### src/rtl/serial_adder_pkg.sv
// Shared definitions for the bit-serial adder/subtractor: state encoding,
// default operand width and the bit-counter sizing rule.
package serial_adder_pkg;

    localparam int DEFAULT_WIDTH = 8;

    typedef enum logic {
        IDLE = 1'b0,
        RUN  = 1'b1
    } state_e;

    // A 1-bit operand still needs a 1-bit counter.
    function automatic int cnt_width(input int width);
        return (width <= 1) ? 1 : $clog2(width);
    endfunction

endpackage

### src/rtl/serial_adder_full_adder.sv
// Single-bit combinational full-add slice reused for every result bit.
module full_adder (
    input  logic a,
    input  logic b,
    input  logic carry_in,
    output logic sum,
    output logic carry
);

    assign sum   = a ^ b ^ carry_in;
    assign carry = (a & b) | (carry_in & (a ^ b));

endmodule

### src/rtl/serial_adder.sv
// Bit-serial adder/subtractor: one result bit per clock, LSB first, through a
// single full-add slice. Subtraction is a + ~b + 1, so carry=1 means no borrow.
module serial_adder
    import serial_adder_pkg::*;
#(
    parameter int WIDTH = DEFAULT_WIDTH
) (
    input  logic             clk,
    input  logic             rst_n,
    input  logic             start,
    input  logic             sub,
    input  logic             carry_in,
    input  logic [WIDTH-1:0] a,
    input  logic [WIDTH-1:0] b,
    output logic             ready,
    output logic             done,
    output logic [WIDTH-1:0] sum,
    output logic             carry
);

    localparam int             CW   = cnt_width(WIDTH);
    localparam logic [CW-1:0]  LAST = CW'(WIDTH - 1);

    // Handshake: an operation is accepted on a rising edge where start=1 and
    // ready=1; start is ignored while ready=0. done is a single-cycle pulse
    // that coincides with ready=1, so a new start may be presented with it.

    state_e           state_q, state_d;
    logic [WIDTH-1:0] a_q, a_d;
    logic [WIDTH-1:0] b_q, b_d;
    logic [WIDTH-1:0] res_q, res_d;
    logic [WIDTH-1:0] sum_q, sum_d;
    logic [CW-1:0]    cnt_q, cnt_d;
    logic             c_q, c_d;
    logic             carry_q, carry_d;
    logic             done_q, done_d;

    logic             fa_sum;
    logic             fa_carry;
    logic [WIDTH-1:0] res_shift;

    full_adder u_fa (
        .a        (a_q[0]),
        .b        (b_q[0]),
        .carry_in (c_q),
        .sum      (fa_sum),
        .carry    (fa_carry)
    );

    // New sum bit enters at the MSB so the word is aligned after WIDTH shifts.
    generate
        if (WIDTH == 1) begin : g_res_w1
            assign res_shift = fa_sum;
        end else begin : g_res_wn
            assign res_shift = {fa_sum, res_q[WIDTH-1:1]};
        end
    endgenerate

    always_comb begin
        state_d = state_q;
        a_d     = a_q;
        b_d     = b_q;
        res_d   = res_q;
        sum_d   = sum_q;
        cnt_d   = cnt_q;
        c_d     = c_q;
        carry_d = carry_q;
        done_d  = 1'b0;

        case (state_q)
            IDLE: begin
                if (start) begin
                    a_d     = a;
                    b_d     = sub ? ~b : b;
                    c_d     = sub ? 1'b1 : carry_in;
                    cnt_d   = '0;
                    state_d = RUN;
                end
            end
            RUN: begin
                res_d = res_shift;
                a_d   = a_q >> 1;
                b_d   = b_q >> 1;
                c_d   = fa_carry;
                cnt_d = cnt_q + CW'(1);
                if (cnt_q == LAST) begin
                    sum_d   = res_shift;
                    carry_d = fa_carry;
                    done_d  = 1'b1;
                    cnt_d   = '0;
                    state_d = IDLE;
                end
            end
            default: state_d = IDLE;
        endcase
    end

    always_ff @(posedge clk or negedge rst_n) begin
        if (!rst_n) begin
            state_q <= IDLE;
            a_q     <= '0;
            b_q     <= '0;
            res_q   <= '0;
            sum_q   <= '0;
            cnt_q   <= '0;
            c_q     <= 1'b0;
            carry_q <= 1'b0;
            done_q  <= 1'b0;
        end else begin
            state_q <= state_d;
            a_q     <= a_d;
            b_q     <= b_d;
            res_q   <= res_d;
            sum_q   <= sum_d;
            cnt_q   <= cnt_d;
            c_q     <= c_d;
            carry_q <= carry_d;
            done_q  <= done_d;
        end
    end

    assign ready = (state_q == IDLE);
    assign done  = done_q;
    assign sum   = sum_q;
    assign carry = carry_q;

endmodule

### config.mk
export PLATFORM = sky130hd
export DESIGN_NAME = serial_adder
export DESIGN_NICKNAME = d
export VERILOG_FILES = /design/src/rtl/serial_adder_pkg.sv /design/src/rtl/serial_adder_full_adder.sv /design/src/rtl/serial_adder.sv
export SDC_FILE = /design/constraint.sdc
export NUM_CORES = 1
export LEC_CHECK = 0
export ABC_CLOCK_PERIOD_IN_PS = 3900
export BUFFER_PORTS_ARGS = -buffer_cell sky130_fd_sc_hd__buf_4
export CAP_MARGIN = 15
export CORE_UTILIZATION = 58
export DETAILED_ROUTE_END_ITERATION = 7
export PLACE_DENSITY = 0.83
export SLEW_MARGIN = 30
export SYNTH_ARGS = -nofsm -noshare
export SYNTH_HDL_FRONTEND = slang
export SYNTH_SLANG_ARGS = --single-unit
### constraint.sdc
create_clock -name clk -period 3.9 [get_ports clk]
set_clock_uncertainty 0.15 [all_clocks]
set_input_delay 0.195 -clock clk [delete_from_list [all_inputs] [get_ports clk]]
set_output_delay 0.195 -clock clk [all_outputs]
set_load 0.02 [all_outputs]
# --- Word level (Yosys, flattened, before mapping) ---
# Index checks and enable logic that the tools add are counted.
classes:
  n_lt_le_gt_ge: 0
  shifts: 0
  mul: 0
  reduce_logical: 1
  mux: 16
  n_bitwise: 7
  eq_ne: 2
  div_mod_pow: 0
  add_sub_neg: 1
op_table:
  columns: ["cell", "n"]
  rows:
  - ["$pmux W8 S2", 2]
  - ["$mux W8", 3]
  - ["$not A8 Y8", 1]
  - ["$mux W1", 6]
  - ["$mux W3", 2]
  - ["$pmux W3 S2", 1]
  - ["$pmux W1 S2", 2]
  - ["$add A3 B1 Y3 const B", 1]
  - ["$eq A3 B3 Y1 const B", 1]
  - ["$and A1 B1 Y1", 2]
  - ["$ne A2 B2 Y1 const B", 1]
  - ["$reduce_and A2 Y1", 1]
  - ["$xor A1 B1 Y1", 2]
  - ["$not A1 Y1", 1]
  - ["$or A1 B1 Y1", 1]
word_totals:
  in_bits: 21
  latchBits: 0
  rom_bits: 0
  mem_count: 0
  ramBits: 0
  elab_cells: 36
  out_inout_bits: 11
  register_bits: 39

# --- Longest topological paths before layout ---
depth:
  word_depth: 4
  ltp_mapped: 5
  mapped_depth_nobuf: 4

# --- Modules after synthesis ---
# A second synthesis with hierarchy kept.
hier_totals:
  hier_cells: 133
  area_unflattened_um2: 1695.4
modules_own_cells:
  columns: ["mod", "seq_area_each_um2", "n_inst", "area_per_inst_um2", "cells_per_inst"]
  rows:
  - ["serial_adder", 950.9, 1, 1675.4, 132]
  - ["full_adder", 0.0, 1, 20.0, 1]

# --- Least setup slack after synthesis ---
# OpenSTA, ideal clock, no wires.
synth_timing:
  path_kind: "register -> register"
  startpoint: "register cnt_q[0]"
  endpoint: "register carry_q (netlist: carry)"
  required_ns: 3.625
  setup_slack_ns: 2.368
  period_less_slack_ns: 1.532
  n_path_buf: 0
  arrival_time_ns: 1.258
  stages_incl_launch_ff: 5
  setup_time_ns: 0.125
  cell_sequence: "dfrtp_1 ha_1 ha_1 nand2_2 mux2_2"
synth_between:
  elab_chain_len: 2
synth_rtl:
  columns: ["item", "line_no", "source"]
  rows:
  - ["start: declaration", "serial_adder.sv:33", "logic [CW-1:0] cnt_q, cnt_d;"]
  - ["start signal: assignment", "serial_adder.sv:115", "cnt_q <= cnt_d;"]
  - ["$eq A3 B3 Y1", "serial_adder.sv:86", "if (cnt_q == LAST) begin"]
  - ["$reduce_and A2 Y1 (no source line)", null, null]
  - ["end signal: assignment", "serial_adder.sv:117", "carry_q <= carry_d;"]
  - ["end: declaration", "serial_adder.sv:35", "logic carry_q, carry_d;"]
# Every way passes these cells.
# A chain may end at the register's enable or synchronous reset.

# --- Worst setup path in the final report ---
layout_timing:
  startpoint: "register state_q"
  endpoint: "register sum_q[5] (netlist: sum[5])"
layout_between:
  elab_chain_len: 1
layout_rtl:
  columns: ["item", "line_no", "source"]
  rows:
  - ["start: declaration", "serial_adder.sv:28", "state_e state_q, state_d;"]
  - ["start signal: assignment", "serial_adder.sv:110", "state_q <= state_d;"]
  - ["$reduce_and A2 Y1 (no source line)", null, null]
  - ["end signal: assignment", "serial_adder.sv:114", "sum_q <= sum_d;"]
  - ["end: declaration", "serial_adder.sv:32", "logic [WIDTH-1:0] sum_q, sum_d;"]
# Every way passes these cells.

==> results by group <==
Clocking
  • H-tree lvl count: 2
  • Max Root-Sink Buffers: 2
  • CTS Buf Count: 5
  • Cts-stage hold buffer count: 8
  • Clock transition at path regs: 0.11 ns
  • CTS root buf: clkbuf_4
  • Clk sinks: 38
  • Post-CTS Resized: 0
  • TritonCTS clock tree: yes
  • Worst-Skew Late Latency: 0.34 ns
  • Setup Buffers After CTS: 0

Global routing
  • Global Route met1 Usage: 0.300
  • GR Overflow Total: 0
  • Met2 Resource Use GR: 0.315
  • First-pass GRT wire length: 5.00 mm
  • Largest net degree at the start of global routing: 39
  • Initial antenna violation count: 0
  • Vias in the first global route: 1061
  • Grt met3 use: 0.0767
  • Gr busiest metal: met2
  • Gr usage total: 0.216

Pwr
  • Sequential share of power: 0.493
  • Pwr dens: 688 nW/um^2
  • Clock power share: 0.134
  • Sw frac: 0.345
  • Power Internal: 921 uW
  • Combinational Power Share: 0.373
  • Pwr Total: 1.41 mW
  • Pleak: 0.974 nW
  • Worst VDD drop: 0.523 mV
  • NetSw: 486 uW

STA
  • Final cycle utilization of the critical path: 0.493
  • Fin crit period: 1.92 ns
  • RSZ-0062 raised after global routing: no
  • PnR worst setup slack: 1.98 ns
  • Maximum clock rate: 520 MHz
  • Max transition margin: 0.566
  • Final Hold Viols: 0
  • Setup TNS: 0 ns
  • Slew @ Worst Pin: 0.651 ns
  • Slew Limit Fails: 0
  • Final Setup Violations: 0

Route
  • Iteration-0 DRC count of the detailed router: 26
  • Drt via density: 5.36
  • WL final: 2.94 mm
  • Detail Route Antenna Nets: 0
  • Via count: 1089
  • DRC: 0
  • DR pass1 iterations: 4
  • WL per Instance: 14.5 um

Synthesis
  • Syn avg cell area: 12.8 um^2
  • Synth cell types: 26
  • Register area share after synthesis: 0.563
  • Flops & latches, synth: 38
  • Syn nets: 156
  • Synthesized cell area: 1690 um^2
  • Yosys warnings: 0
  • Cells after synthesis: 132

Floorplan
  • Row count: 19
  • Die W: 55.9 um
  • Die area: 3130 um^2
  • Core area: 2760 um^2
  • IO Pins: 32
  • Initial Utilization: 0.612
  • Die height: 55.9 um

Critical path
  • Launching element type of the critical path: register
  • CP arrival: 2.01 ns
  • Critical Path RT: 3.99 ns
  • Critical path class: reg2reg
  • Worst-case reg-to-reg path depth: 3
  • CP Capture Type: register
  • Crit Path Max Fanout: 27

Place
  • Placed wire-length estimate: 1.96 mm
  • PortBufs: 31
  • Dpl ws: 2.00 ns
  • Routability Congestion: 0.719

Hold path
  • Worst Hold Class: in2reg
  • Hold Path Depth: 3

Final layout
  • Antenna Cells: 0
  • Synthesis-to-layout area growth: 21.2%
  • Filler cells: 186
  • Share of cells above drive strength 1: 0.331
  • Nets: 196

Outcome
  • Run status: completed

Flow run
  • Max-cap viol count: 0
[layer usage]
metal | vias up | part of all wire
li1 | 537 | -
met1 | 524 | 0.46
met2 | 23 | 0.48
met3 | 5 | 0.044
met4 | 0 | 0.013
met5 | - | 0
[final cells by class]
cell class | count | area [um^2] | share of cell area
sequential | 38 | 951 | 0.465
multi-input combinational | 84 | 671 | 0.328
timing repair buffer | 41 | 330 | 0.161
tap | 31 | 38.8 | 0.0190
clock buffer | 5 | 37.5 | 0.0183
clock inverter | 2 | 10.0 | 0.00489
inverter | 2 | 7.51 | 0.00367
[worst paths after layout]
check / end / from / slack, ns
max reg2reg: sum[5] / state_q / 1.98
min: b_q[3] / b[3] / 0.009
min in group asynchronous: b_q[4] / rst_n / 0.19
max in group asynchronous: a_q[6] / rst_n / 3.07
min reg2reg: b_q[6] / b_q[7] / 0.34
max: sum[5] / state_q / 1.98
[worst max-delay path, stage by stage, from the launching register on]
cell	delay [ns]
dfrtp_1	0.78
buf_4	0.36
nand2_2	0.20
mux2_2	0.32
[power by group through the flow]
stage | registers [mW] | clock network, mW | logic, mW
after global placement | 0.692 | 0 | 0.503
after detailed placement | 0.702 | 0 | 0.525
after global routing | 0.720 | 0.214 | 0.581
after floorplan | 0.710 | 0 | 0.343
final | 0.693 | 0.188 | 0.525
after CTS | 0.694 | 0.198 | 0.532
[registers in the layout (all words and copies together) (netlist names)]
signal,count
a_q,8
c_q,1
b_q,8
carry,1
state_q,1
sum,8
cnt_q,3
done,1
res_q,7
[cells in the final DEF, fill, tap and decap left out, types with 3 or more instances in the layout]
cell type | synthesis | routed
or3b_1 | 4 | 4
buf_4 | 0 | 32
clkbuf_4 | 0 | 5
xor2_1 | 3 | 3
nor2_1 | 4 | 4
o211ai_1 | 3 | 3
nand2_1 | 13 | 13
a221o_1 | 3 | 3
o21ai_0 | 7 | 7
dfrtp_1 | 38 | 38
mux2_2 | 16 | 16
xnor2_1 | 5 | 5
dlygate4sd3_1 | 0 | 9
mux2i_1 | 8 | 8
and2_1 | 3 | 3
nand2b_1 | 3 | 3
[logic make-up (layout without fill, tap and decap cells)]
kind of cell    after synthesis  count (layout)  synth area share
compound gates               19              19            0.0823
mux                          24              24             0.154
fa+ha+maj                     3               3            0.0267
buf+inv                      10              50            0.0393
xor+xnor                      8               8            0.0415
simple gates                 30              30            0.0927
flops                        38              38             0.563
[through the flow]
stage	area, um^2	cells	hold WS, ns	utilization
CTS	2040	202	0.00758	0.738
floorplan	1690	132	-0.251	-
finish	2050	203	0.00925	0.742
global route	2050	203	0.0119	0.742
detailed placement	1910	187	0.0297	0.692
global placement	1910	187	0.0242	0.692
[Yosys cell counts, drive strengths merged]
library cell | instances | area (um^2)
nor2b | 1 | 6.26
o31ai | 1 | 7.51
or3b | 4 | 35.0
mux2i | 8 | 80.1
buf | 8 | 58.8
dfrtp | 38 | 951
o22ai | 1 | 6.26
nand2 | 14 | 55.1
a22o | 2 | 17.5
fa | 1 | 20.0
a211oi | 1 | 7.51
a221o | 3 | 30.0
o21ai | 7 | 35.0
o211ai | 4 | 35.0
xor2 | 3 | 26.3
nor3b | 1 | 7.51
xnor2 | 5 | 43.8
inv | 2 | 7.51
nand2b | 3 | 18.8
ha | 2 | 25.0
and2 | 3 | 18.8
mux2 | 16 | 180
nor2 | 4 | 15.0
Power figures use the tool's default switching activity.
